### config.mk
export PLATFORM = sky130hd
export DESIGN_NAME = serial_pattern_detector
export DESIGN_NICKNAME = d
export VERILOG_FILES = /design/src/rtl/serial_patdet_pkg.sv /design/src/rtl/sipo_shift_reg.sv /design/src/rtl/serial_pattern_detector.sv
export SDC_FILE = /design/constraint.sdc
export NUM_CORES = 1
export LEC_CHECK = 0
export CORE_MARGIN = 4
export CORE_UTILIZATION = 50
export CTS_CLUSTER_SIZE = 16
export DETAILED_ROUTE_END_ITERATION = 7
export PLACE_DENSITY = 0.8
export SYNTH_ARGS = -nofsm -noshare
export SYNTH_HDL_FRONTEND = slang
export SYNTH_SLANG_ARGS = --single-unit
export TNS_END_PERCENT = 20
### constraint.sdc
create_clock -name clk -period 3.3 [get_ports clk]
set_input_delay 0.33 -clock clk [delete_from_list [all_inputs] [get_ports clk]]
set_output_delay 0.33 -clock clk [all_outputs]
set_load 0.01 [all_outputs]
### src/rtl/serial_patdet_pkg.sv
// Shared types and defaults for the serial pattern detector: FSM state enum,
// default geometry and the saturating counter increment.
package serial_patdet_pkg;

  typedef enum logic {
    FILL  = 1'b0,
    ARMED = 1'b1
  } patdet_state_e;

  localparam int          DEF_PATTERN_W = 4;
  localparam logic [15:0] DEF_PATTERN   = 16'h000B;
  localparam int          DEF_CNT_W     = 8;

  // Increment that sticks at max instead of wrapping.
  function automatic logic [31:0] sat_inc(input logic [31:0] val,
                                          input logic [31:0] max);
    return (val >= max) ? max : val + 32'd1;
  endfunction

endpackage

### src/rtl/sipo_shift_reg.sv
// Serial-in parallel-out history register: newest bit enters at the LSB.
// Synchronous clear wins over shift; asynchronous active-low reset.
module sipo_shift_reg #(
  parameter int WIDTH = 4
) (
  input  logic             clk,
  input  logic             rst_n,
  input  logic             shift_en,
  input  logic             clear,
  input  logic             din,
  output logic [WIDTH-1:0] q,
  output logic [WIDTH-1:0] q_next
);

  logic [WIDTH-1:0] q_d;
  logic [WIDTH-1:0] q_q;

  always_comb begin
    q_d = q_q;
    if (clear) begin
      q_d = '0;
    end else if (shift_en) begin
      q_d = {q_q[WIDTH-2:0], din};
    end
  end

  always_ff @(posedge clk or negedge rst_n) begin
    if (!rst_n) begin
      q_q <= '0;
    end else begin
      q_q <= q_d;
    end
  end

  assign q      = q_q;
  assign q_next = q_d;

endmodule

### src/rtl/serial_pattern_detector.sv
// Detects PATTERN in the accepted serial stream, pulsing match for one cycle.
// Define SERIAL_PATDET_NONOVERLAP_EN to stop matched bits being reused.
module serial_pattern_detector
  import serial_patdet_pkg::*;
#(
  parameter int                   PATTERN_W = DEF_PATTERN_W,
  parameter logic [PATTERN_W-1:0] PATTERN   = PATTERN_W'(DEF_PATTERN),
  parameter int                   CNT_W     = DEF_CNT_W
) (
  input  logic                 clk,
  input  logic                 rst,
  input  logic                 din,
  input  logic                 din_valid,
  input  logic                 clear,
  output logic                 match,
  output logic [CNT_W-1:0]     match_cnt,
  output logic [PATTERN_W-1:0] history
);

  localparam int                FILL_W    = $clog2(PATTERN_W + 1);
  localparam logic [FILL_W-1:0] FILL_FULL = FILL_W'(PATTERN_W);
  localparam logic [31:0]       CNT_MAX   = 32'((64'd1 << CNT_W) - 64'd1);

  patdet_state_e        state_d, state_q;
  logic [FILL_W-1:0]    fill_d, fill_q;
  logic                 match_d, match_q;
  logic [CNT_W-1:0]     cnt_d, cnt_q;
  logic [PATTERN_W-1:0] hist_next;
  logic [FILL_W-1:0]    fill_inc;
  logic                 accept;
  logic                 hit;

  sipo_shift_reg #(
    .WIDTH (PATTERN_W)
  ) u_hist (
    .clk      (clk),
    .rst_n    (rst),
    .shift_en (accept),
    .clear    (clear),
    .din      (din),
    .q        (history),
    .q_next   (hist_next)
  );

  assign accept   = din_valid && !clear;
  assign fill_inc = (fill_q == FILL_FULL) ? fill_q : fill_q + 1'b1;
  // A hit needs a completely valid window, so partial fills never match.
  assign hit      = accept && (hist_next == PATTERN) && (fill_inc == FILL_FULL);

  always_comb begin
    state_d = state_q;
    fill_d  = fill_q;
    cnt_d   = cnt_q;
    match_d = 1'b0;
    if (clear) begin
      state_d = FILL;
      fill_d  = '0;
      cnt_d   = '0;
    end else if (accept) begin
      fill_d = fill_inc;
      if (fill_inc == FILL_FULL) begin
        state_d = ARMED;
      end
      if (hit) begin
        match_d = 1'b1;
        cnt_d   = CNT_W'(sat_inc(32'(cnt_q), CNT_MAX));
`ifdef SERIAL_PATDET_NONOVERLAP_EN
        fill_d  = '0;
        state_d = FILL;
`else
        state_d = ARMED;
`endif
      end
    end
  end

  always_ff @(posedge clk or negedge rst) begin
    if (!rst) begin
      state_q <= FILL;
      fill_q  <= '0;
      match_q <= 1'b0;
      cnt_q   <= '0;
    end else begin
      state_q <= state_d;
      fill_q  <= fill_d;
      match_q <= match_d;
      cnt_q   <= cnt_d;
    end
  end

  assign match     = match_q;
  assign match_cnt = cnt_q;

endmodule

==> flow_metrics.tcl, run 1 <==
set metrics [dict create \
    status "completed" \
    syn-num-nets 94 \
    cpMaxStageDelayCell "dfrtp_1" \
    cts_resized 0 \
    drc_errors 0 \
    gr-usage-met1 0.222 \
    overflow 0 \
    setup-tns-final_ns 0 \
    synth-seq-area-share 0.449 \
    setup_ws_ns 1.18 \
    grt_pass1_wl_um 3520 \
    max_freq_mhz 471 \
    placed_cells 125 \
    p_total_uw 346 \
    syn_to_final_growth_pct 23.6 \
    layout-drive-gt1-share 0.0769 \
    cts_root_buf "clkbuf_4" \
    port_buffers 17 \
    min_period_ns 2.12 \
    yosysUniqueCellTypes 34 \
    syn-instance-count 86 \
    worst_clock_skew_ns 0.00510 \
    post_dp_cell_area_mm2 0.00108 \
    synth_edf_count 0 \
    rsz0062_at_grt "no" \
    hold_class "input port to asynchronous set/reset pin" \
    path_class "flip-flop to flip-flop" \
    drt_wl_total_um 1980 \
    antenna_found_initial 0 \
    worstPathCellList "inv_1, ha_1, or3b_1, a31oi_4, and2_1, a311oi_1" \
    crit_family "simple AND/OR/NAND/NOR gates" \
    p_per_area_mw_per_mm2 315 \
    busiest_layer "met2" \
    rows 14 \
    die_area_mm2 0.00252 \
    worst_pin_slew_ns 0.694 \
    use_met3 0.0266 \
    cts.sinks 16 \
    hold_viol_final 0 \
    clk-insertion-delay-late_ns 0.28 \
    synth_top_area_frac 0.449 \
    period_share 0.643 \
    syn_area_per_cell_um2 10.4 \
    drv_cap 0 \
    drt-wirelength-per-cell_um 15.4 \
    synth_area_um2 891 \
    yosysWarnings 0 \
    startpoint_type "flip-flop" \
    cp.required_ns 3.45 \
    viasPerCell 6.09 \
    async_reset_ff_frac 1.00 \
    start_util 0.559 \
    postCtsSetupBuffers 0 \
    post-synth-top-count-cell "dfrtp_1" \
    clockBufferDepth 2 \
    grt_pass1_vias 793 \
    slew_headroom 0.536 \
    setup.worst_path.end_class "flip-flop" \
    finalWeightedCongestion 0.901 \
    timing.critical_path.buf_inv 1 \
    cp_slowest_stage_delay_ns 0.45 \
    hpwlAfterDp_um 1470 \
    io_pins 18 \
    dr.first_iter.drc_count 29 \
    pre_cts_ws_ns 1.01 \
    arrival_ns 2.28 \
    setup_viol_count_final 0 \
    grt_max_degree 17 \
    final_cells 128 \
    dieWidth_um 50.2 \
    cts_buffers 3 \
    ir_drop_mv 0.281 \
    final_nets 114 \
    leakage_uw 0.000446 \
    firstDrtPassIters 4 \
    synth_area_leaders "dfrtp_1 (45%), mux2i_1 (4.5%), ha_1 (4.2%)" \
    htree_levels 1 \
    fp.dieH_um 50.2 \
    ys_seq_elements 16 \
    yosysTopAreaCell "dfrtp_1" \
    coreArea_mm2 0.00159 \
    grtUsageMet2 0.300 \
    hold_buffers 0 \
    cts.clk_slew.worst_paths_ns 0.09 \
    vias 779 \
    cp_max_fo 10 \
    cts_tree "built" \
    num_antenna_cells 0 \
    ant_nets 0 \
    ys.flop_type "dfrtp_1" \
    grt_usage 0.179 \
    drv_slew 0 \
    synth_common_cells "dfrtp_1 (16), nor2_1 (8), a31oi_1 (5), nand2_1 (5), nand3_1 (5)" \
    finalInstanceArea_mm2 0.00110 \
]
==> state kept, by name, indices dropped and copies added (netlist names) <==
register,cells
u_hist.q,4
fill_q,3
match_cnt,8
match,1
==> where the power goes <==
| group | internal (uW) | switching, uW | leakage (uW) |
|---|---|---|---|
| Clock | 42.4 | 56.9 | 0.0000138 |
| Combinational | 18.7 | 24.1 | 0.000211 |
| Sequential | 200 | 4.59 | 0.000221 |
| Total | 261 | 85.6 | 0.000446 |
==> kinds of logic after synthesis <==
family,Yosys count,share of synthesized area
mux,4,0.0449
buf+inv,6,0.0351
flops,16,0.449
xor+xnor,1,0.00983
compound gates,20,0.184
fa+ha+maj,3,0.0421
simple gates,36,0.235
==> cells in the final DEF, fill, tap and decap left out, drive strengths merged <==
cell	count
nand4bb	1
nor3b	1
nor2b	2
a311oi	3
a41oi	2
nand2	5
mux2i	4
a31oi	6
o21ai	1
and4	2
o21a	1
nor2	8
nand3	5
a2bb2oi	1
buf	1
and3b	1
inv	3
a21oi	4
nand4	1
and4b	1
and2	2
and3	2
clkbuf	3
ha	3
clkdlybuf4s50	17
nor3	2
a211oi	2
xnor2	1
dfrtp	16
or3b	1
nand2b	2
==> path summary, 6_finish.rpt <==
path | from | end | slack, ns | cells after the start
min in group clk | u_hist.q[3]$_DFF_PN0_ | u_hist.q[3]$_DFF_PN0_ | 0.53 | 2
min reg2reg | u_hist.q[3]$_DFF_PN0_ | u_hist.q[3]$_DFF_PN0_ | 0.53 | 2
max in group asynchronous | rst | fill_q[1]$_DFFE_PN0P_ | 2.40 | 1
max reg2reg | fill_q[0]$_DFFE_PN0P_ | match_cnt[4]$_DFFE_PN0P_ | 1.18 | 6
min | rst | match_cnt[4]$_DFFE_PN0P_ | 0.46 | 1
max | fill_q[0]$_DFFE_PN0P_ | match_cnt[4]$_DFFE_PN0P_ | 1.18 | 6
==> routing by layer <==
layer	share of wire	routed length [um]
met3	0.054	106
met1	0.44	873
met4	0.021	41
met2	0.48	953
met5	0	0
==> per-stage QoR <==
| stage | utilization | hold WS [ns] |
|---|---|---|
| 2_1_floorplan | - | 0.0344 |
| 5_1_grt | 0.691 | 0.517 |
| 4_1_cts | 0.691 | 0.482 |
| 6_report | 0.691 | 0.460 |
| 3_5_place_dp | 0.677 | 0.514 |
| 3_3_place_gp | 0.677 | 0.544 |
==> cell type report <==
class | count | area [um^2]
sequential | 16 | 400
tap | 24 | 30.0
fill | 134 | 493
inverter | 3 | 11.3
timing repair buffer | 18 | 178
clock buffer | 3 | 22.5
multi-input combinational | 64 | 459
Power figures use the tool's default switching activity.
==> run 2, diff against run 1 <==
Settings changed: CORE_UTILIZATION 50 to 44, PLACE_DENSITY 0.8 to 0.75.
Clock period 3.3 ns to 1.9 ns, I/O delays scaled along.
==> run 2 against run 1 <==
Compared with the run above:
- flip-flop and latch count unchanged
- critical path depth unchanged
- combinational power rose to 2.5 times the previous value
- setup slack worse by 1.1 ns
- die area up 11%
- final area up 12%
- clock power up 140%
- sequential share of layout area down 4.0 points
- global-route usage down 0.23 points
==> flow_metrics.tcl, run 2 (synthesized netlist as in run 1, its figures left out) <==
set metrics [dict create \
    drv_cap 0 \
    dieWidth_um 53.0 \
    final_nets 128 \
    setup_viol_count_final 0 \
    cts_root_buf "clkbuf_4" \
    drt-wirelength-per-cell_um 14.5 \
    htree_levels 1 \
    switching_share 0.254 \
    p_sw_uw 178 \
    setup.worst_path.end_class "flip-flop" \
    vias 824 \
    min_period_ns 1.84 \
    antenna_found_initial 0 \
    max_freq_mhz 545 \
    p_clk_frac 0.340 \
    p_seq_frac 0.505 \
    ir_drop_mv 0.443 \
    syn_to_final_growth_pct 38.8 \
    worst_clock_skew_ns 0.00626 \
    cts.clk_slew.worst_paths_ns 0.11 \
    p_per_area_mw_per_mm2 567 \
    cts_buffers 3 \
    cts.sinks 16 \
    dr.first_iter.drc_count 21 \
    worst_pin_slew_ns 0.258 \
    hold_viol_final 0 \
    slew_headroom 0.828 \
    cpMaxStageDelayCell "dfrtp_1" \
    worstRegToRegCells 6 \
    p_int_uw 522 \
    clockBufferDepth 2 \
    finalInstanceArea_mm2 0.00124 \
    cp.required_ns 2.11 \
    num_antenna_cells 0 \
    io_pins 18 \
    startpoint_type "flip-flop" \
    ant_nets 0 \
    leakage_uw 0.000527 \
    layout_commonest_cell "clkdlybuf4s50_1" \
    finalWeightedCongestion 0.832 \
    clk-insertion-delay-late_ns 0.29 \
    r2r_end "match_cnt[2]$_DFFE_PN0P_" \
    die_area_mm2 0.00281 \
    path_class "flip-flop to flip-flop" \
    period_share 0.966 \
    coreArea_mm2 0.00194 \
    setup-tns-final_ns 0 \
    combPwrFrac 0.155 \
    overflow 0 \
    hold_class "input port to asynchronous set/reset pin" \
    firstDrtPassIters 4 \
    grt_pass1_vias 758 \
    largest_reg_flops 8 \
    grt_usage 0.176 \
    hold-worst-slack_ns 0.204 \
    fp.dieH_um 53.0 \
    cts_tree "built" \
    hpwlAfterDp_um 1490 \
    layout_common_cells "clkdlybuf4s50_1 (17), dfrtp_1 (16), buf_4 (14)" \
    reg2reg_from "fill_q[0]$_DFFE_PN0P_" \
    drv_slew 0 \
    viasPerCell 5.64 \
    cp_slowest_stage_delay_ns 0.42 \
    cp_max_fo 5 \
    n_fill_cell 163 \
    drc_errors 0 \
    rows 16 \
    grt_max_degree 17 \
    post_dp_cell_area_mm2 0.00117 \
    regToRegSetupSlack_ns 0.06 \
    layout-drive-gt1-share 0.235 \
    worstPathCellList "ha_2, or3b_4, a31oi_4, buf_4, a31oi_1, a311oi_1" \
    drt_wl_total_um 2120 \
    port_buffers 17 \
    status "completed" \
    start_util 0.459 \
    arrival_ns 2.04 \
    grt_pass1_wl_um 3590 \
]
==> run 2: worst max-delay path: cells and delay by family (launching register included) <==
family | cells | cell delay [ns]
DFF | 1 | 0.42
buffers and inverters | 1 | 0.16
AOI/OAI and AO/OA | 3 | 0.56
adders and majority gates | 1 | 0.20
and+or+nand+nor | 1 | 0.40
==> run 2: how the worst max path moves through the flow <==
stage | depth (start not counted) | slack (ns) | to | start
5_1_grt | 7 | -0.01 | match_cnt[5]$_DFFE_PN0P_ | fill_q[0]$_DFFE_PN0P_
3_3_place_gp | 6 | 0.03 | match_cnt[5]$_DFFE_PN0P_ | fill_q[0]$_DFFE_PN0P_
3_5_place_dp | 6 | 0.01 | match_cnt[4]$_DFFE_PN0P_ | fill_q[0]$_DFFE_PN0P_
4_1_cts | 7 | 0.03 | match_cnt[5]$_DFFE_PN0P_ | fill_q[0]$_DFFE_PN0P_
6_report | 6 | 0.06 | match_cnt[2]$_DFFE_PN0P_ | fill_q[0]$_DFFE_PN0P_
2_1_floorplan | 7 | 0.04 | match_cnt[4]$_DFFE_PN0P_ | fill_q[0]$_DFFE_PN0P_
==> run 2: timing repair <==
item,CTS,global route
setup endpoints to repair,5,4
gates resized for setup,1,5
hold buffers,0,0
pin swaps,1,4
setup buffers,1,1
==> run 2: per-stage QoR <==
step	utilization	power, uW	cells	setup slack, ns
floorplan	-	404	86	0.0433
global placement	0.604	456	140	0.0337
detailed placement	0.604	458	140	0.0136
CTS	0.627	698	145	0.0280
global route	0.637	732	146	-0.0104
finish	0.637	701	146	0.0644
==> run 2: area by class of cell <==
class,instances,area [um^2],share of cell area
Multi-Input combinational cell,64,468,0.379
Sequential cell,16,400,0.324
Timing Repair Buffer,32,287,0.232
Clock buffer,4,36.3,0.0294
Tap cell,27,33.8,0.0273
Inverter,3,11.3,0.00911
==> run 2: routing by layer <==
metal | part of all wire | global-route usage | up-vias | wire [um]
li1 | - | - | 386 | -
met4 | 0.0080 | 0.0681 | 0 | 17
met5 | 0 | 0 | - | 0
met3 | 0.056 | 0.0282 | 2 | 119
met2 | 0.49 | 0.273 | 30 | 1040
met1 | 0.45 | 0.245 | 406 | 945
==> run 2: power groups by stage <==
stage | logic, uW | registers (uW) | clock network (uW)
floorplan | 42.6 | 361 | 0
global route | 119 | 355 | 258
finish | 108 | 354 | 238
detailed placement | 97.1 | 361 | 0
global placement | 95.5 | 360 | 0
CTS | 102 | 353 | 243
